===== config.mk =====
export PLATFORM = sky130hd
export DESIGN_NAME = muldiv_sequencer
export DESIGN_NICKNAME = d
export VERILOG_FILES = /design/src/rtl/muldiv_sequencer.sv
export SDC_FILE = /design/constraint.sdc
export NUM_CORES = 1
export LEC_CHECK = 0
export ABC_AREA = 1
export BUFFER_PORTS_ARGS = -buffer_cell sky130_fd_sc_hd__buf_2
export CORE_UTILIZATION = 30
export CTS_BUF_LIST = sky130_fd_sc_hd__clkbuf_4
export CTS_CLUSTER_DIAMETER = 30
export DETAILED_ROUTE_END_ITERATION = 12
export HOLD_SLACK_MARGIN = 0.03
export PLACE_DENSITY_LB_ADDON = 0.08
export RECOVER_POWER = 25
export SLEW_MARGIN = 20
export SYNTH_ARGS = -nofsm -noshare
export SYNTH_HDL_FRONTEND = slang
export SYNTH_SLANG_ARGS = --single-unit

===== constraint.sdc =====
create_clock -name clk -period 2.5 [get_ports clk]
set_input_delay 0.25 -clock clk [delete_from_list [all_inputs] [get_ports clk]]
set_output_delay 0.25 -clock clk [all_outputs]
set_load 0.02 [all_outputs]

===== src/rtl/muldiv_sequencer.sv =====
// muldiv_sequencer
//   Multi-cycle MULT/MULTU/DIV/DIVU engine and HI/LO write-port controller.
//   Latches operands on start, runs shift-add multiply or restoring divide on
//   operand magnitudes, applies sign correction, then pulses a 64-bit HI/LO
//   write. Requests a pipeline stall while computing; an exception flush
//   (cancel) aborts the operation without writing.
//
// Ports
//   clk        rising-edge clock
//   rst        asynchronous reset, active-low
//   start      request, sampled only in IDLE
//   op         00 MULT, 01 MULTU, 10 DIV, 11 DIVU
//   src_a      rs value (multiplicand / dividend)
//   src_b      rt value (multiplier / divisor)
//   cancel     exception flush, aborts the operation in progress
//   busy       state != IDLE
//   stall_req  high in CALC and FIX
//   done       one-cycle pulse in DONE
//   hilo_we    HI/LO write enable (equals done)
//   hilo_data  {HI, LO}, held until the next DONE
//
// Configuration
//   MULDIV_FAST_MULT_EN : MULT/MULTU skip CALC and use one combinational
//                         multiply in FIX. Divide is unaffected.
module muldiv_sequencer #(
    parameter int DATA_W = 32,
    parameter int CNT_W  = 6
) (
    input  logic                  clk,
    input  logic                  rst,
    input  logic                  start,
    input  logic [1:0]            op,
    input  logic [DATA_W-1:0]     src_a,
    input  logic [DATA_W-1:0]     src_b,
    input  logic                  cancel,
    output logic                  busy,
    output logic                  stall_req,
    output logic                  done,
    output logic                  hilo_we,
    output logic [2*DATA_W-1:0]   hilo_data
);

    typedef enum logic [1:0] {
        S_IDLE,
        S_CALC,
        S_FIX,
        S_DONE
    } state_t;

    localparam logic [CNT_W-1:0] CNT_LAST = CNT_W'(DATA_W - 1);

    state_t                state_q, state_d;
    logic                  is_div_q;
    logic                  sign_a_q, sign_b_q;
    logic [DATA_W-1:0]     mag_a_q, mag_b_q, raw_a_q;
    logic [2*DATA_W-1:0]   acc_q;
    logic [CNT_W-1:0]      cnt_q;

    logic                  accept;
    logic                  in_sign_a, in_sign_b;
    logic [DATA_W-1:0]     in_mag_a, in_mag_b;
    logic [DATA_W:0]       mul_sum;
    logic [2*DATA_W-1:0]   mul_next;
    logic [DATA_W:0]       div_sh;
    logic                  div_ge;
    logic [2*DATA_W-1:0]   div_next;
    logic [2*DATA_W-1:0]   prod_raw;
    logic [DATA_W-1:0]     quo, rem;
    logic                  neg_res;
    logic [2*DATA_W-1:0]   fix_result;

    assign accept = (state_q == S_IDLE) && start && !cancel;

    // Signed ops (op[0]==0) work on magnitudes; unsigned ops keep sign bits
    // clear so the correction step becomes a no-op.
    always_comb begin
        in_sign_a = !op[0] && src_a[DATA_W-1];
        in_sign_b = !op[0] && src_b[DATA_W-1];
        in_mag_a  = in_sign_a ? -src_a : src_a;
        in_mag_b  = in_sign_b ? -src_b : src_b;
    end

    // One iteration of each algorithm. Both share acc_q:
    //   multiply: {partial product high, remaining multiplier bits}
    //   divide  : {partial remainder, remaining dividend / quotient bits}
    always_comb begin
        mul_sum  = {1'b0, acc_q[2*DATA_W-1:DATA_W]} + (acc_q[0] ? {1'b0, mag_a_q} : '0);
        mul_next = {mul_sum, acc_q[DATA_W-1:1]};

        div_sh   = acc_q[2*DATA_W-1:DATA_W-1];
        div_ge   = div_sh >= {1'b0, mag_b_q};
        // The difference always fits in DATA_W bits because the remainder
        // stays below the divisor.
        div_next = {(div_ge ? div_sh[DATA_W-1:0] - mag_b_q : div_sh[DATA_W-1:0]),
                    acc_q[DATA_W-2:0], div_ge};
    end

    always_comb begin
`ifdef MULDIV_FAST_MULT_EN
        prod_raw = {{DATA_W{1'b0}}, mag_a_q} * {{DATA_W{1'b0}}, mag_b_q};
`else
        prod_raw = acc_q;
`endif
        quo     = acc_q[DATA_W-1:0];
        rem     = acc_q[2*DATA_W-1:DATA_W];
        neg_res = sign_a_q ^ sign_b_q;
        if (!is_div_q)
            fix_result = neg_res ? -prod_raw : prod_raw;
        else if (mag_b_q == '0)
            fix_result = {raw_a_q, {DATA_W{1'b1}}};
        else
            fix_result = {(sign_a_q ? -rem : rem), (neg_res ? -quo : quo)};
    end

    always_ff @(posedge clk or negedge rst) begin
        if (!rst)
            state_q <= S_IDLE;
        else
            state_q <= state_d;
    end

    always_comb begin
        state_d   = state_q;
        busy      = 1'b0;
        stall_req = 1'b0;
        done      = 1'b0;
        hilo_we   = 1'b0;
        case (state_q)
            S_IDLE: begin
                if (accept) begin
`ifdef MULDIV_FAST_MULT_EN
                    state_d = op[1] ? S_CALC : S_FIX;
`else
                    state_d = S_CALC;
`endif
                end
            end
            S_CALC: begin
                busy      = 1'b1;
                stall_req = 1'b1;
                if (cancel)
                    state_d = S_IDLE;
                else if (cnt_q == CNT_LAST)
                    state_d = S_FIX;
            end
            S_FIX: begin
                busy      = 1'b1;
                stall_req = 1'b1;
                state_d   = cancel ? S_IDLE : S_DONE;
            end
            S_DONE: begin
                busy    = 1'b1;
                done    = 1'b1;
                hilo_we = 1'b1;
                state_d = S_IDLE;
            end
            default: state_d = S_IDLE;
        endcase
    end

    always_ff @(posedge clk or negedge rst) begin
        if (!rst) begin
            is_div_q  <= 1'b0;
            sign_a_q  <= 1'b0;
            sign_b_q  <= 1'b0;
            mag_a_q   <= '0;
            mag_b_q   <= '0;
            raw_a_q   <= '0;
            acc_q     <= '0;
            cnt_q     <= '0;
            hilo_data <= '0;
        end else begin
            case (state_q)
                S_IDLE: begin
                    if (accept) begin
                        is_div_q <= op[1];
                        sign_a_q <= in_sign_a;
                        sign_b_q <= in_sign_b;
                        mag_a_q  <= in_mag_a;
                        mag_b_q  <= in_mag_b;
                        raw_a_q  <= src_a;
                        cnt_q    <= '0;
                        acc_q    <= op[1] ? {{DATA_W{1'b0}}, in_mag_a}
                                          : {{DATA_W{1'b0}}, in_mag_b};
                    end
                end
                S_CALC: begin
                    acc_q <= is_div_q ? div_next : mul_next;
                    cnt_q <= cnt_q + 1'b1;
                end
                S_FIX: begin
                    if (!cancel)
                        hilo_data <= fix_result;
                end
                default: ;
            endcase
        end
    end

endmodule


==> results_dict.tcl <==
set metrics [dict create \
    status "completed" \
    worstPathMaxFanout 6 \
    grt_max_degree 87 \
    cts_tree "built" \
    hold_viol_final 0 \
    peakVddDrop_uv 887 \
    ys_ff_latch 234 \
    cp-endpoint "hilo_data[43]" \
    cellPowerDensity_nw_per_um2 1410 \
    gr-total-overflow 0 \
    via_per_inst 5.03 \
    numPortBuffers 137 \
    final_cells 4966 \
    cp_top_family "simple AND/OR/NAND/NOR gates" \
    rsz0062_at_grt "true" \
    finalWirelength_microns 107000 \
    timing.rr.end "hilo_data[43]" \
    reg2reg_depth 10 \
    dpl_cell_area_sq_um 24600 \
    pin_count 138 \
    syn_area_per_cell_sq_um 5.99 \
    critPathLaunchType "register" \
    crit_buf_inv 2 \
    rrSetupSlack_ns 0.06 \
    dieArea_sq_um 70800 \
    drive_gt1_frac 0.202 \
    use_met2 0.458 \
    critPathSlowestCell "dfrtp_2" \
    synth_ff_type "dfrtp_1" \
    rr_startpoint "acc_q[34]" \
    start_util 0.304 \
    crit_path_frequent_cell "nand3_1" \
    grt_busiest_layer "met2" \
    seq_area_frac_synth 0.280 \
    cp-startpoint "acc_q[34]" \
    ys_async_sr_fraction 1.00 \
    switching_share 0.552 \
    wl_per_cell_microns 21.5 \
    cp.arrival_ns 3.21 \
    min_from "src_a[7]" \
    clock-sinks 234 \
    drtAntennaViolNets 0 \
    clk_pin_slew_ns 0.06 \
    layout_common_cells "nand2_1, inv_1, nor2_1, nand3_1, buf_4" \
    met1_usage 0.435 \
    grt_pass1_wl_microns 156000 \
    clockBufferDepth 3 \
    vias 24966 \
    worstSkewPairLatency_ns 0.86 \
    die_w_microns 266 \
    drc_errors 0 \
    fin_hold_ws_ns 0.286 \
    p_sw_mw 21.4 \
    path_cells "buf_4 > nor2_1 > nand2_1 > inv_1 > nand3b_1 > nor2_2 > nand4_1 > nand3_1 > nand3_1 > a21oi_1" \
    cts_root_buffer "clkbuf_4" \
    crit_cells 10 \
    cts_buffers 82 \
    synth_edf_count 0 \
    dp.cells 4727 \
    core_sq_um 68800 \
    end_kind "register" \
    period_share 0.976 \
    grt_pass1_vias 23521 \
    final_nets 4123 \
    place.gp.congestion 0.950 \
    mostFrequentLayoutCell "nand2_1" \
    power_frac_clock 0.105 \
    hold_class "in -> reg" \
    use_met3 0.0501 \
    period_needed_ns 2.44 \
    p_leak_nw 13.9 \
    p_int_mw 17.4 \
    antenna_found_initial 5 \
    ys_warn_count 0 \
    synthesis.nets 3642 \
    row_count 96 \
    cp.required_ns 3.26 \
    worst_pin_slew_ns 1.31 \
    netlist_instances 3496 \
    groute.usage.overall 0.299 \
    dr.pass1.iters 6 \
    crit_type "reg -> reg" \
    design_area_sq_um 27500 \
    drtIter0Drc 2096 \
    finalSetupViolations 0 \
    drv_cap 0 \
    syn_to_final_growth_pct 31.3 \
    p_seq_frac 0.195 \
    htree_levels 3 \
    p_comb_frac 0.700 \
    syn_area_sq_um 20900 \
    maxSlewHeadroom 0.130 \
    slew_violations 0 \
    dpl.hpwl_microns 86000 \
    dieHeight_microns 266 \
    synth.distinct_cells 49 \
    fmaxAchievable_ghz 0.410 \
    fin_total_pwr_mw 38.7 \
    clock_skew_ns 0.0807 \
    slowest_delay_ns 0.47 \
]
[final cells by class]
class | count | area (sq um)
fill | 7674 | 41300
tap | 931 | 1160
inverter | 487 | 1830
clock buffer | 109 | 818
multi-input combinational | 2656 | 13700
sequential | 234 | 5860
timing repair buffer | 516 | 3950
antenna | 4 | 10.0
clock inverter | 29 | 153
[worst min-delay path, delay by kind of cell]
family	cells	cell delay [ns]
buffers and inverters	3	0.76
AOI/OAI and AO/OA	1	0.09
[power by group through the flow]
stage,Combinational (mW),Sequential [mW],Clock (mW)
floorplan,14.0,7.47,0
global placement,25.1,7.51,0
detailed placement,25.0,7.49,0
CTS,25.5,7.44,4.20
global route,29.6,7.70,4.40
finish,27.1,7.55,4.08
[cells in the mapped netlist (4+ instances only)]
library cell / instances / area [sq um]
nand2_1: 1075 / 4040
inv_1: 475 / 1780
nor2_1: 437 / 1640
nand3_1: 328 / 1640
dfrtp_1: 234 / 5860
o21ai_0: 230 / 1150
a21oi_1: 173 / 866
xor2_1: 77 / 674
ha_1: 74 / 926
clkbuf_1: 59 / 221
nand4_1: 56 / 350
a31oi_1: 33 / 206
buf_2: 32 / 160
nor3_1: 27 / 135
buf_1: 20 / 75.1
o21ai_1: 16 / 80.1
nand3b_1: 15 / 113
nor2_2: 14 / 87.6
o21bai_1: 12 / 90.1
o22ai_1: 12 / 75.1
nand2_2: 10 / 62.6
o211ai_1: 10 / 75.1
or2_2: 10 / 62.6
inv_2: 9 / 33.8
xnor2_1: 8 / 70.1
a21o_1: 5 / 37.5
buf_4: 4 / 30.0
nand3_2: 4 / 40.0
o21ai_2: 4 / 35.0
[registers in the layout, summed over array words and instances (netlist names)]
| register | count |
|---|---|
| sign_a_q | 1 |
| sign_b_q | 1 |
| mag_b_q | 32 |
| raw_a_q | 31 |
| state_q | 2 |
| mag_a_q | 32 |
| cnt_q | 6 |
| hilo_data | 64 |
| is_div_q | 1 |
| acc_q | 64 |
[how the worst min path moves through the flow]
| stage | slack, ns | endpoint | depth (start not counted) |
|---|---|---|---|
| finish | 0.29 | raw_a_q[7] | 4 |
| detailed placement | 0.25 | acc_q[63] | 1 |
| CTS | 0.03 | acc_q[22] | 3 |
| global placement | 0.24 | acc_q[63] | 1 |
| global route | 0.26 | raw_a_q[7] | 4 |
| floorplan | -0.05 | acc_q[0] | 0 |
[per-layer routing]
| layer | wire (microns) | vias up |
|---|---|---|
| met2 | 46400 | 933 |
| met4 | 2320 | 2 |
| met3 | 7740 | 113 |
| li1 | - | 12180 |
| met1 | 50200 | 11738 |
| met5 | 13 | - |
[kinds of logic after synthesis]
logic type,synth area share
and+or+nand+nor,0.397
buffers and inverters,0.113
AOI/OAI and AO/OA,0.129
DFF,0.280
xor gates and xnor gates,0.0356
adders and majority gates,0.0462
[metrics by stage]
stage / worst slack (ns) / util / TNS [ns]
after floorplan: 0.0617 / - / 0
after global placement: -0.163 / 0.357 / -1.70
after detailed placement: -0.163 / 0.357 / -1.67
after CTS: 0.000397 / 0.387 / 0
after global routing: -0.0328 / 0.399 / -0.0908
final: 0.0588 / 0.399 / 0
[repair_timing]
item	CTS	global route
resized for setup	24	232
endpoints found under the setup margin	30	52
endpoints found under the hold margin	362	0
pin swaps	3	26
hold buffers	91	0
cloned	0	0
buffers inserted	3	4
(Power assumes the default switching activity.)
